### src/rtl/xy_switch_scheduler_pkg.sv
// Shared definitions for the mesh-router scheduler.
//   - Port index constants (fixed 5-port encoding).
//   - FSM state encoding.
package xy_switch_scheduler_pkg;

  localparam int PORT_LOCAL = 0;
  localparam int PORT_NORTH = 1;
  localparam int PORT_EAST  = 2;
  localparam int PORT_SOUTH = 3;
  localparam int PORT_WEST  = 4;

  typedef enum logic {
    IDLE  = 1'b0,
    GRANT = 1'b1
  } state_e;

endpackage

### src/rtl/xy_switch_scheduler_route.sv
// xy_route_calc: combinational XY dimension-order route for one input.
//   dst_x_i / dst_y_i : destination coordinates of the waiting flit
//   port_o            : output port index (0=L,1=N,2=E,3=S,4=W)
// X is resolved before Y; all comparisons are unsigned.
module xy_route_calc
  import xy_switch_scheduler_pkg::*;
#(
  parameter int X_W      = 2,
  parameter int Y_W      = 2,
  parameter int ROUTER_X = 0,
  parameter int ROUTER_Y = 0,
  parameter int SEL_W    = 3
) (
  input  logic [X_W-1:0]   dst_x_i,
  input  logic [Y_W-1:0]   dst_y_i,
  output logic [SEL_W-1:0] port_o
);

  localparam logic [X_W-1:0] RX = X_W'(ROUTER_X);
  localparam logic [Y_W-1:0] RY = Y_W'(ROUTER_Y);

  always_comb begin
    port_o = SEL_W'(PORT_LOCAL);
    if (dst_x_i > RX)      port_o = SEL_W'(PORT_EAST);
    else if (dst_x_i < RX) port_o = SEL_W'(PORT_WEST);
    else if (dst_y_i > RY) port_o = SEL_W'(PORT_NORTH);
    else if (dst_y_i < RY) port_o = SEL_W'(PORT_SOUTH);
  end

endmodule

### src/rtl/xy_switch_scheduler.sv
// xy_switch_scheduler: per-router round-robin scheduler with XY routing.
//   clk_i, rst_ni   : clock, async active-low reset
//   vld_input_i     : per-input "flit waiting" flags
//   dst_x_i/dst_y_i : packed per-input destinations, input i at [i*W +: W]
//   full_i          : per-output full flags
//   wr_en_i         : per-output write strobes (transfer done)
//   mux_in_sel_o    : granted input (qualify with grant_vld_o)
//   mux_out_sel_o   : routed output (qualify with grant_vld_o)
//   grant_vld_o     : selects valid
//   grant_o         : one-hot granted input, zero when not valid
// One grant per round with a one-cycle IDLE bubble between grants. A grant
// whose output stays full for STALL_MAX cycles is released (0 disables).
module xy_switch_scheduler
  import xy_switch_scheduler_pkg::*;
#(
  parameter int PORT_N    = 5,
  parameter int X_W       = 2,
  parameter int Y_W       = 2,
  parameter int ROUTER_X  = 0,
  parameter int ROUTER_Y  = 0,
  parameter int STALL_MAX = 8
) (
  input  logic                      clk_i,
  input  logic                      rst_ni,
  input  logic [PORT_N-1:0]         vld_input_i,
  input  logic [PORT_N*X_W-1:0]     dst_x_i,
  input  logic [PORT_N*Y_W-1:0]     dst_y_i,
  input  logic [PORT_N-1:0]         full_i,
  input  logic [PORT_N-1:0]         wr_en_i,
  output logic [$clog2(PORT_N)-1:0] mux_in_sel_o,
  output logic [$clog2(PORT_N)-1:0] mux_out_sel_o,
  output logic                      grant_vld_o,
  output logic [PORT_N-1:0]         grant_o
);

  localparam int SEL_W = $clog2(PORT_N);
  // $clog2(1) is 0, so keep at least one bit when release is disabled.
  localparam int CNT_W = (STALL_MAX > 0) ? $clog2(STALL_MAX + 1) : 1;
  localparam logic [CNT_W-1:0] STALL_LAST = CNT_W'((STALL_MAX > 0) ? STALL_MAX - 1 : 0);

  // Routes for every input are precomputed; the grant just muxes one.
  logic [PORT_N-1:0][SEL_W-1:0] route;

  for (genvar g = 0; g < PORT_N; g++) begin : g_route
    xy_route_calc #(
      .X_W      (X_W),
      .Y_W      (Y_W),
      .ROUTER_X (ROUTER_X),
      .ROUTER_Y (ROUTER_Y),
      .SEL_W    (SEL_W)
    ) u_route (
      .dst_x_i (dst_x_i[g*X_W +: X_W]),
      .dst_y_i (dst_y_i[g*Y_W +: Y_W]),
      .port_o  (route[g])
    );
  end

  state_e            state_q, state_d;
  logic [SEL_W-1:0]  rr_ptr_q, rr_ptr_d;
  logic [CNT_W-1:0]  stall_cnt_q, stall_cnt_d;
  logic [SEL_W-1:0]  in_sel_q, in_sel_d;
  logic [SEL_W-1:0]  out_sel_q, out_sel_d;
  logic              grant_vld_q, grant_vld_d;
  logic [PORT_N-1:0] grant_q, grant_d;

  // Round-robin search: first valid input at or after rr_ptr, wrapping.
  logic             found;
  logic [SEL_W-1:0] pick;
  int               idx;

  always_comb begin
    found = 1'b0;
    pick  = '0;
    idx   = 0;
    for (int k = 0; k < PORT_N; k++) begin
      idx = int'(rr_ptr_q) + k;
      if (idx >= PORT_N) idx = idx - PORT_N;
      if (!found && vld_input_i[idx]) begin
        found = 1'b1;
        pick  = SEL_W'(idx);
      end
    end
  end

  // Pointer after the current grant; explicit wrap for non-power-of-2 PORT_N.
  logic [SEL_W-1:0] rr_next;
  assign rr_next = (in_sel_q == SEL_W'(PORT_N - 1)) ? '0 : in_sel_q + 1'b1;

  logic wr_hit, out_full, stall_hit;
  assign wr_hit    = wr_en_i[out_sel_q];
  assign out_full  = full_i[out_sel_q];
  assign stall_hit = (STALL_MAX != 0) && out_full && (stall_cnt_q == STALL_LAST);

  always_comb begin
    state_d     = state_q;
    rr_ptr_d    = rr_ptr_q;
    stall_cnt_d = stall_cnt_q;
    in_sel_d    = in_sel_q;
    out_sel_d   = out_sel_q;
    grant_vld_d = grant_vld_q;
    grant_d     = grant_q;
    unique case (state_q)
      IDLE: begin
        if (found) begin
          state_d       = GRANT;
          in_sel_d      = pick;
          out_sel_d     = route[pick];
          grant_vld_d   = 1'b1;
          grant_d       = '0;
          grant_d[pick] = 1'b1;
          stall_cnt_d   = '0;
        end
      end
      GRANT: begin
        // Transfer outranks withdrawal, which outranks the stall release.
        if (wr_hit) begin
          state_d     = IDLE;
          rr_ptr_d    = rr_next;
          grant_vld_d = 1'b0;
          grant_d     = '0;
        end else if (!vld_input_i[in_sel_q]) begin
          state_d     = IDLE;
          grant_vld_d = 1'b0;
          grant_d     = '0;
        end else if (stall_hit) begin
          state_d     = IDLE;
          rr_ptr_d    = rr_next;
          grant_vld_d = 1'b0;
          grant_d     = '0;
        end else if (out_full) begin
          if (stall_cnt_q != '1) stall_cnt_d = stall_cnt_q + 1'b1;
        end else begin
          stall_cnt_d = '0;
        end
      end
      default: state_d = IDLE;
    endcase
  end

  always_ff @(posedge clk_i or negedge rst_ni) begin
    if (!rst_ni) begin
      state_q     <= IDLE;
      rr_ptr_q    <= '0;
      stall_cnt_q <= '0;
      in_sel_q    <= '0;
      out_sel_q   <= '0;
      grant_vld_q <= 1'b0;
      grant_q     <= '0;
    end else begin
      state_q     <= state_d;
      rr_ptr_q    <= rr_ptr_d;
      stall_cnt_q <= stall_cnt_d;
      in_sel_q    <= in_sel_d;
      out_sel_q   <= out_sel_d;
      grant_vld_q <= grant_vld_d;
      grant_q     <= grant_d;
    end
  end

  assign mux_in_sel_o  = in_sel_q;
  assign mux_out_sel_o = out_sel_q;
  assign grant_vld_o   = grant_vld_q;
  assign grant_o       = grant_q;

endmodule

### config.mk
export PLATFORM = sky130hd
export DESIGN_NAME = xy_switch_scheduler
export DESIGN_NICKNAME = d
export VERILOG_FILES = /design/src/rtl/xy_switch_scheduler_pkg.sv /design/src/rtl/xy_switch_scheduler_route.sv /design/src/rtl/xy_switch_scheduler.sv
export SDC_FILE = /design/constraint.sdc
export NUM_CORES = 1
export LEC_CHECK = 0
export CAP_MARGIN = 20
export CORE_MARGIN = 1.5
export CORE_UTILIZATION = 40
export DETAILED_ROUTE_END_ITERATION = 6
export GPL_ROUTABILITY_DRIVEN = 0
export SYNTH_ARGS = -nofsm -noshare
export SYNTH_HDL_FRONTEND = slang
export SYNTH_SLANG_ARGS = --single-unit
export TNS_END_PERCENT = 50
### constraint.sdc
create_clock -name clk_i -period 8.65 [get_ports clk_i]
set_input_delay 1.73 -clock clk_i [delete_from_list [all_inputs] [get_ports clk_i]]
set_output_delay 1.73 -clock clk_i [all_outputs]
set_load 0.005 [all_outputs]
# Word level (Yosys, flattened, before mapping)
# Cells that the tools add are included.
dict set report classes {
  n_eq_ne 9
  bitwise 1
  n_addsub 11
  n_reduce_logical 16
  n_mux 86
  order_cmp 34
}
# op count
set op_table {}
lappend op_table {{32-bit by 5-bit < comparator with 1-bit output (second input constant)} 5}
lappend op_table {{32-bit two-way mux} 5}
lappend op_table {{3-bit two-way mux} 25}
lappend op_table {{1-bit two-way mux} 27}
lappend op_table {{1-bit binary-select mux with 3-bit select} 8}
lappend op_table {{4-bit two-way mux} 6}
lappend op_table {{2-bit by 1-bit greater-than comparator with 1-bit output (second input constant)} 10}
lappend op_table {{2-bit by 1-bit < comparator with 1-bit output (second input constant)} 10}
lappend op_table {{5-bit two-way mux} 4}
lappend op_table {{4-bit by 3-bit subtractor with 5-bit output (second input constant)} 4}
lappend op_table {{4-bit by 3-bit greater-or-equal comparator with 1-bit output (second input constant)} 4}
lappend op_table {{3-bit by 4-bit < comparator with 1-bit output (second input constant)} 3}
lappend op_table {{2-bit two-way mux} 5}
lappend op_table {{5-bit case mux with 2 select lines} 1}
lappend op_table {{3-bit binary-select mux with 3-bit select} 1}
lappend op_table {{3-bit by 2-bit adder with 4-bit output (second input constant)} 2}
lappend op_table {{4-bit inequality test (second input constant)} 2}
lappend op_table {{4-bit case mux with 2 select lines} 1}
lappend op_table {{1-bit logical AND} 6}
lappend op_table {{2-bit inequality test (second input constant)} 3}
lappend op_table {{5-bit AND reduction} 1}
lappend op_table {{3-bit by 1-bit adder with 4-bit output (second input constant)} 1}
lappend op_table {{3-bit by 3-bit adder with 4-bit output (second input constant)} 1}
lappend op_table {{4-bit by 1-bit adder with 4-bit output (second input constant)} 1}
lappend op_table {{15 further kinds} 21}
dict set report totals {
  in_bits 37
  ff_bits 20
  output_inout_bits 12
  elab_cells 164
}

# Logic depth before layout (Yosys ltp)
# Gate-level depths: netlist of run 1.
dict set report depth {
  word_depth 24
  depth_mapped 15
  ltp_nobuf 13
}

# Modules after synthesis
# Synthesis of run 1 repeated with hierarchy kept, for this count alone.
dict set report unflattened {
  hier_cells 300
  area_unflattened_um2 2429.8
}
# module area_per_inst_um2 cells_each instances
set by_module_without_submodules {}
lappend by_module_without_submodules {xy_switch_scheduler 2279.7 275 1}
lappend by_module_without_submodules {xy_route_calc 30.0 5 5}

# Least setup slack after synthesis of run 1
# No wires, ideal clock.
dict set report synth_path {
  path_kind {input-to-reg}
  from {input vld_input_i[1]}
  to {register out_sel_q[1] (netlist: mux_out_sel_o[1])}
  setup_time_ps 129
  stages 10
  setup_slack_ps 4506
  n_path_buf 1
  arrival_ps 4014
  t_required_ps 8521
  path_cell_list {buf_6 mux4_2 a211o_1 o31ai_2 a32oi_2 mux2_4 a221oi_4 a21oi_1 o21a_1 o41a_1}
}
dict set report synth_between {
  elab_chain_cells 18
  elab_cells_between_ends 36
  cone_classes {mux (27); reduce/logical (9)}
}
# element line
set synth_lines {}
lappend synth_lines {{start, declared} xy_switch_scheduler.sv:25} ;# input logic [PORT_N-1:0] vld_input_i,
lappend synth_lines {{1-bit binary-select mux with 3-bit select} xy_switch_scheduler.sv:78} ;# if (!found && vld_input_i[idx]) begin
lappend synth_lines {{1-bit two-way mux (not written as such) (2 in series)} xy_switch_scheduler.sv:78}
lappend synth_lines {{1-bit two-way mux} xy_switch_scheduler.sv:78}
lappend synth_lines {{1-bit logical NOT} xy_switch_scheduler.sv:78}
lappend synth_lines {{1-bit logical AND} xy_switch_scheduler.sv:78}
lappend synth_lines {{1-bit two-way mux} xy_switch_scheduler.sv:78}
lappend synth_lines {{1-bit logical NOT} xy_switch_scheduler.sv:78}
lappend synth_lines {{1-bit logical AND} xy_switch_scheduler.sv:78}
lappend synth_lines {{1-bit two-way mux} xy_switch_scheduler.sv:78}
lappend synth_lines {{1-bit logical NOT} xy_switch_scheduler.sv:78}
lappend synth_lines {{1-bit logical AND} xy_switch_scheduler.sv:78}
lappend synth_lines {{1-bit two-way mux} xy_switch_scheduler.sv:78}
lappend synth_lines {{1-bit logical NOT} xy_switch_scheduler.sv:78}
lappend synth_lines {{1-bit logical AND} xy_switch_scheduler.sv:78}
lappend synth_lines {{3-bit two-way mux} xy_switch_scheduler.sv:78}
lappend synth_lines {{3-bit binary-select mux with 3-bit select} xy_switch_scheduler.sv:107} ;# out_sel_d = route[pick];
lappend synth_lines {{3-bit two-way mux (not written as such)} xy_switch_scheduler.sv:107}
lappend synth_lines {{end signal, assigned} xy_switch_scheduler.sv:154} ;# out_sel_q <= out_sel_d;
lappend synth_lines {{end, declared} xy_switch_scheduler.sv:62} ;# logic [SEL_W-1:0] out_sel_q, out_sel_d;
# Several ways; a longest one is shown, not always the timed one. The select of a mux whose other input is x is not followed.
# A chain may end at the register's enable or synchronous reset.

# Worst setup path in the final report of run 1
dict set report layout_path {
  from {input vld_input_i[4]}
  to {register stall_cnt_q[0]}
}
dict set report layout_between {
  elab_chain_cells 18
  elab_cells_between_ends 33
  cone_classes {eq/ne (2); mux (22); reduce/logical (9)}
}
# element line
set layout_lines {}
lappend layout_lines {{1-bit binary-select mux with 3-bit select} xy_switch_scheduler.sv:78}
lappend layout_lines {{1-bit two-way mux (not written as such) (2 in series)} xy_switch_scheduler.sv:78}
lappend layout_lines {{1-bit two-way mux} xy_switch_scheduler.sv:78}
lappend layout_lines {{1-bit logical NOT} xy_switch_scheduler.sv:78}
lappend layout_lines {{1-bit logical AND} xy_switch_scheduler.sv:78}
lappend layout_lines {{1-bit two-way mux} xy_switch_scheduler.sv:78}
lappend layout_lines {{1-bit logical NOT} xy_switch_scheduler.sv:78}
lappend layout_lines {{1-bit logical AND} xy_switch_scheduler.sv:78}
lappend layout_lines {{1-bit two-way mux} xy_switch_scheduler.sv:78}
lappend layout_lines {{1-bit logical NOT} xy_switch_scheduler.sv:78}
lappend layout_lines {{1-bit logical AND} xy_switch_scheduler.sv:78}
lappend layout_lines {{1-bit two-way mux} xy_switch_scheduler.sv:78}
lappend layout_lines {{1-bit logical NOT} xy_switch_scheduler.sv:78}
lappend layout_lines {{1-bit logical AND} xy_switch_scheduler.sv:78}
lappend layout_lines {{1-bit two-way mux} xy_switch_scheduler.sv:78}
lappend layout_lines {{2-bit inequality test (no source line)} n/a}
lappend layout_lines {{5-bit AND reduction (no source line) *} n/a}
lappend layout_lines {{end signal, assigned} xy_switch_scheduler.sv:152} ;# stall_cnt_q <= stall_cnt_d;
lappend layout_lines {{end, declared} xy_switch_scheduler.sv:60} ;# logic [CNT_W-1:0] stall_cnt_q, stall_cnt_d;
# Every way passes the cells marked *; elsewhere a longest branch is shown, timed or not. The select of a mux whose other input is x is not followed.

==> results of run 1 <==
## how the worst max path moves through the flow
stage	cells past startpoint	slack [ns]	to	start
6_report	10	3.78	stall_cnt_q[0]	vld_input_i[4]
4_1_cts	9	3.75	mux_out_sel_o[1]	vld_input_i[4]
3_5_place_dp	10	3.52	stall_cnt_q[0]	vld_input_i[4]
3_3_place_gp	9	3.50	mux_out_sel_o[1]	vld_input_i[4]
5_1_grt	9	3.46	mux_out_sel_o[1]	vld_input_i[4]
2_1_floorplan	10	4.51	mux_out_sel_o[1]	vld_input_i[1]
## per-layer routing
metal  share of wire, %  track usage [%]  vias up
met5                  0                0        -
met4                1.7             6.10        0
met3                3.7             1.78       11
met2                 47             34.3       73
met1                 47             29.1     1180
li1                   -                -     1204
## final cells by class
cell class,count,area share (%)
Tap cell,75,3.13
Inverter,16,2.00
Clock buffer,3,1.38
Sequential cell,19,15.9
Multi-Input combinational cell,247,62.0
Timing Repair Buffer,47,15.5
Clock inverter,1,0.167
## layout by cell type, fill, tap and decap left out, drive strengths merged, types with 3 or more instances in the layout
cell type	count
or2	5
nor2	19
a211oi	8
dfrtp	19
o21ai	22
nor2b	5
clkbuf	3
a211o	3
a21o	5
o22ai	5
nand3b	5
nand3	6
nand2	25
nand4	4
inv	16
a32o	4
a22oi	3
clkdlybuf4s50	45
a31oi	4
a21oi	22
o2111ai	3
mux2i	5
o21a	5
and2	3
nand2b	3
mux4	5
mux2	6
or3	3
ha	16
nor3	12
## stage by stage
stage	util (%)	cell area (um2)	cells
detailed placement	49.6	2950	404
floorplan	-	2490	297
global placement	49.6	2950	404
finish	50.4	3000	408
CTS	50.4	3000	408
global route	50.4	3000	408
## critical path, delay by kind of cell
| family | cells | cell delay, ns |
|---|---|---|
| muxes | 1 | 0.32 |
| buffers and inverters | 1 | 0.71 |
| and+or+nand+nor | 3 | 0.52 |
| AOI/OAI and AO/OA | 5 | 1.73 |
## registers in the layout, summed over array words and instances (netlist names)
register and cells:
rr_ptr_q 3, mux_in_sel_o 3, grant_o 5, grant_vld_o 1, state_q 1, stall_cnt_q 4, mux_out_sel_o 2
## logic make-up after synthesis
kind of cell             after synthesis  synth area share, %
other                                  1                0.150
AO/OA/AOI/OAI                        104                 31.1
XOR/XNOR                               4                 1.71
flip-flops                            19                 19.1
multiplexers                          16                 9.84
adder cells (fa/ha/maj)               16                 8.03
buffers and inverters                 31                 6.38
AND/OR/NAND/NOR                      106                 23.7
==> impl_metrics.tcl, run 1 <==
set metrics [dict create \
    rows 28 \
    grt-ovfl-total 0 \
    fp.dieW_um 81.9 \
    critPathRequiredTime_ns 8.80 \
    tritoncts "yes" \
    core_area_mm2 0.00596 \
    maxSlewViolCount 0 \
    cts_hold_buf 0 \
    synth_area_leaders "dfrtp_1, ha_1, a21oi_1, o21ai_0, nand2_1" \
    finalClockSkew_ns 0.00455 \
    seqCellArea_um2 475 \
    rsz0062_at_grt "false" \
    hp-start "grant_o[4]" \
    r2r-end "stall_cnt_q[0]" \
    pre_cts_ws_ns 3.52 \
    clkSlewWorstSetupHoldPaths_ns 0.08 \
    setup_ws_ns 3.78 \
    hold_viol 0 \
    wirelength_mm 6.84 \
    syn_inst 297 \
    synth_area_mm2 0.00249 \
    final_antenna_net_count 0 \
    grt_first_pass_wirelength_mm 11.0 \
    synth_top_cells_by_count "nand2_1, a21oi_1, o21ai_0" \
    maxCapViolations 0 \
    fmax_mhz 205 \
    yosys_register_bits 19 \
    ys_types 81 \
    synth_ff_type "dfrtp_1" \
    cts_buffer_depth 2 \
    slowest_stage "a31oi_1" \
    first_pass_iters 4 \
    synthToLayoutAreaGrowth_pct 20.3 \
    cts_root_buf "clkbuf_8" \
    multiInputGateArea_mm2 0.00186 \
    yosys.area.top_type "dfrtp_1" \
    viasPerCell 6.05 \
    drc_errors 0 \
    slew_headroom_pct 34.9 \
    grtUsageTotal_pct 20.9 \
    yosysTopAreaCellShare_pct 19.1 \
    nets 387 \
    io_buffers 45 \
    grt_start_max_net_pins 33 \
    ff2ff_path_depth 12 \
    diodes 0 \
    min_to "grant_o[4]" \
    ys_seq_area_share_pct 19.1 \
    wl_per_cell_um 16.8 \
    fillers 583 \
    r2r_slack_ns 3.90 \
    antenna_found_initial 0 \
    first_iter_violations 129 \
    num_vias 2468 \
    fin_crit_ns 4.87 \
    cts.repair.resized 0 \
    htreeDepth 1 \
    clk_latency_ns 0.26 \
    synth_edf_count 0 \
    synth.most_common_cell "nand2_1" \
    die_area_mm2 0.00671 \
    tns_ns 0 \
    holdWs_ns 0.499 \
    critical_path_arrival_ns 5.02 \
    worstPathCellList "clkdlybuf4s50_1 > nand3b_1 > or4b_1 > o311ai_1 > a211oi_2 > nor2_1 > a31oi_1 > o21a_1 > o21ai_1 > mux2_1" \
    tightest_slew_ns 0.973 \
    cts_setup_buffers 0 \
    cp_slowest_stage_delay_ns 0.77 \
    period_share_pct 56.4 \
    async_flop_share_pct 100 \
    clock_sinks 19 \
    setup_viol 0 \
    dp_hpwl_mm 5.08 \
    cp_max_fo 13 \
    initial_core_util_pct 41.8 \
    r2r-start "rr_ptr_q[1]" \
    syn_area_per_cell_um2 8.39 \
    grt_pass1_vias 2212 \
    die_y_um 81.9 \
    worstSetupPathType "in -> reg" \
    ios 49 \
    ys_warn_count 0 \
    hold_path_depth 2 \
    start_kind "primary input" \
    final_layout_size_suffix_gt1_share_pct 9.61 \
    synth_fp_nets 350 \
    hold_path.class "reg -> reg" \
    worst_setup_path_end_kind "flip-flop" \
    status "completed" \
    numCtsBuffers 3 \
]
Power of run 1 is not shown: default switching activity piles up to over one toggle a cycle in this logic, so the estimate is an artifact.
==> run 2, diff against run 1 <==
- PLACE_DENSITY: default -> 0.67
- clock period: 8.65 -> 4.1 ns (I/O delays scaled with it)
==> impl_metrics.tcl, run 2 (synthesized netlist as in run 1, its figures left out) <==
set metrics [dict create \
    final_antenna_net_count 0 \
    cts_root_buf "clkbuf_8" \
    hold_path.class "reg -> reg" \
    fin_crit_ns 3.70 \
    die_y_um 81.9 \
    largest_reg_flops 5 \
    path_delay_family "compound AO/OA/AOI/OAI gates" \
    tritoncts "yes" \
    htreeDepth 1 \
    maxSlewViolCount 0 \
    cts_setup_buffers 0 \
    clock_sinks 19 \
    cts_buffer_depth 2 \
    cp_max_fo 7 \
    period_share_pct 90.3 \
    diodes 0 \
    viasPerCell 5.95 \
    critPathRequiredTime_ns 4.23 \
    dp_hpwl_mm 5.46 \
    status "completed" \
    grt_pass1_vias 2302 \
    grtUsageTotal_pct 21.4 \
    ios 49 \
    worstSetupPathType "reg -> reg" \
    grt_first_pass_wirelength_mm 11.2 \
    tns_ns 0 \
    r2r_slack_ns 0.40 \
    tightest_slew_ns 0.833 \
    fp.dieW_um 81.9 \
    start_kind "flip-flop" \
    critical_path_arrival_ns 3.84 \
    finalClockSkew_ns 0.00359 \
    rsz0062_at_grt "false" \
    first_iter_violations 173 \
    hold_viol 0 \
    antenna_found_initial 0 \
    crit_buf_inv 1 \
    worstPathCellList "inv_1 > ha_1 > a211oi_4 > and4_1 > a22oi_1 > a32oi_2 > mux2_4 > a221oi_4 > a21oi_1 > o21a_1 > o41a_1" \
    clkSlewWorstSetupHoldPaths_ns 0.07 \
    first_pass_iters 5 \
    rows 28 \
    worst_setup_path_end_kind "flip-flop" \
    io_buffers 45 \
    final_layout_size_suffix_gt1_share_pct 13.0 \
    cts.repair.resized 0 \
    initial_core_util_pct 41.8 \
    num_vias 2510 \
    wirelength_mm 6.96 \
    grt_start_max_net_pins 32 \
    die_area_mm2 0.00671 \
    slew_headroom_pct 44.3 \
    final_cell_mix "clkdlybuf4s50_1, nand2_1, a21oi_1, o21ai_0" \
    maxCapViolations 0 \
    slowest_stage "ha_1" \
    cts_hold_buf 0 \
    numCtsBuffers 3 \
    clk_latency_ns 0.25 \
    core_area_mm2 0.00596 \
    wl_per_cell_um 16.5 \
    grt-ovfl-total 0 \
    nets 401 \
    mostFrequentLayoutCell "clkdlybuf4s50_1" \
    drc_errors 0 \
    synthToLayoutAreaGrowth_pct 24.5 \
    fmax_mhz 270 \
    setup_viol 0 \
    cp_slowest_stage_delay_ns 0.41 \
]
-- run 2: cell types whose count changed in the layout (fill, tap and decap cells not counted) --
cell and delta:
buf_4 +14, clkbuf_1 +1, clkinv_2 -1
-- run 2: path summary, 6_finish.rpt --
kind | from | endpoint | cells past startpoint
max | rr_ptr_q[1] | mux_out_sel_o[1] | 11
min | grant_vld_o | grant_vld_o | 2
max reg2reg | rr_ptr_q[1] | mux_out_sel_o[1] | 11
min reg2reg | grant_vld_o | grant_vld_o | 2
max in group asynchronous | rst_ni | mux_out_sel_o[0] | 1
min in group asynchronous | rst_ni | grant_vld_o | 1
-- run 2: routing by layer --
| layer | part of all wire [%] | wire, um | up-vias | track usage (%) |
|---|---|---|---|---|
| li1 | - | - | 1224 | - |
| met1 | 47 | 3280 | 1215 | 30.1 |
| met2 | 48 | 3350 | 61 | 35.1 |
| met3 | 3.2 | 225 | 10 | 1.67 |
| met4 | 1.5 | 107 | 0 | 5.59 |
| met5 | 0 | 0 | - | 0 |
-- run 2: per-stage QoR --
step / instances / utilization, % / instance area [um2] / worst slack (ns) / hold WS (ns)
4_1_cts: 422 / 52.1 / 3100 / 0.420 / 0.509
3_5_place_dp: 418 / 51.3 / 3060 / 0.276 / 0.465
6_report: 422 / 52.1 / 3100 / 0.397 / 0.498
3_3_place_gp: 418 / 51.3 / 3060 / 0.304 / 0.468
5_1_grt: 422 / 52.1 / 3100 / 0.133 / 0.515
2_1_floorplan: 297 / - / 2490 / 0.497 / 0.470
-- run 2: cell type report --
class / instances / area [um2]
Fill cell: 559 / 2850
Multi-Input combinational cell: 247 / 1860
Timing Repair Buffer: 61 / 571
Sequential cell: 19 / 475
Tap cell: 75 / 93.8
Inverter: 16 / 60.1
Clock buffer: 4 / 45.0
-- run 2: tightest hold or removal path, stage by stage (launching register included) --
cell	delay, ns
dfrtp_1	0.35
nand2_1	0.05
nand2_1	0.06
Power of run 2 is left out for the same reason.
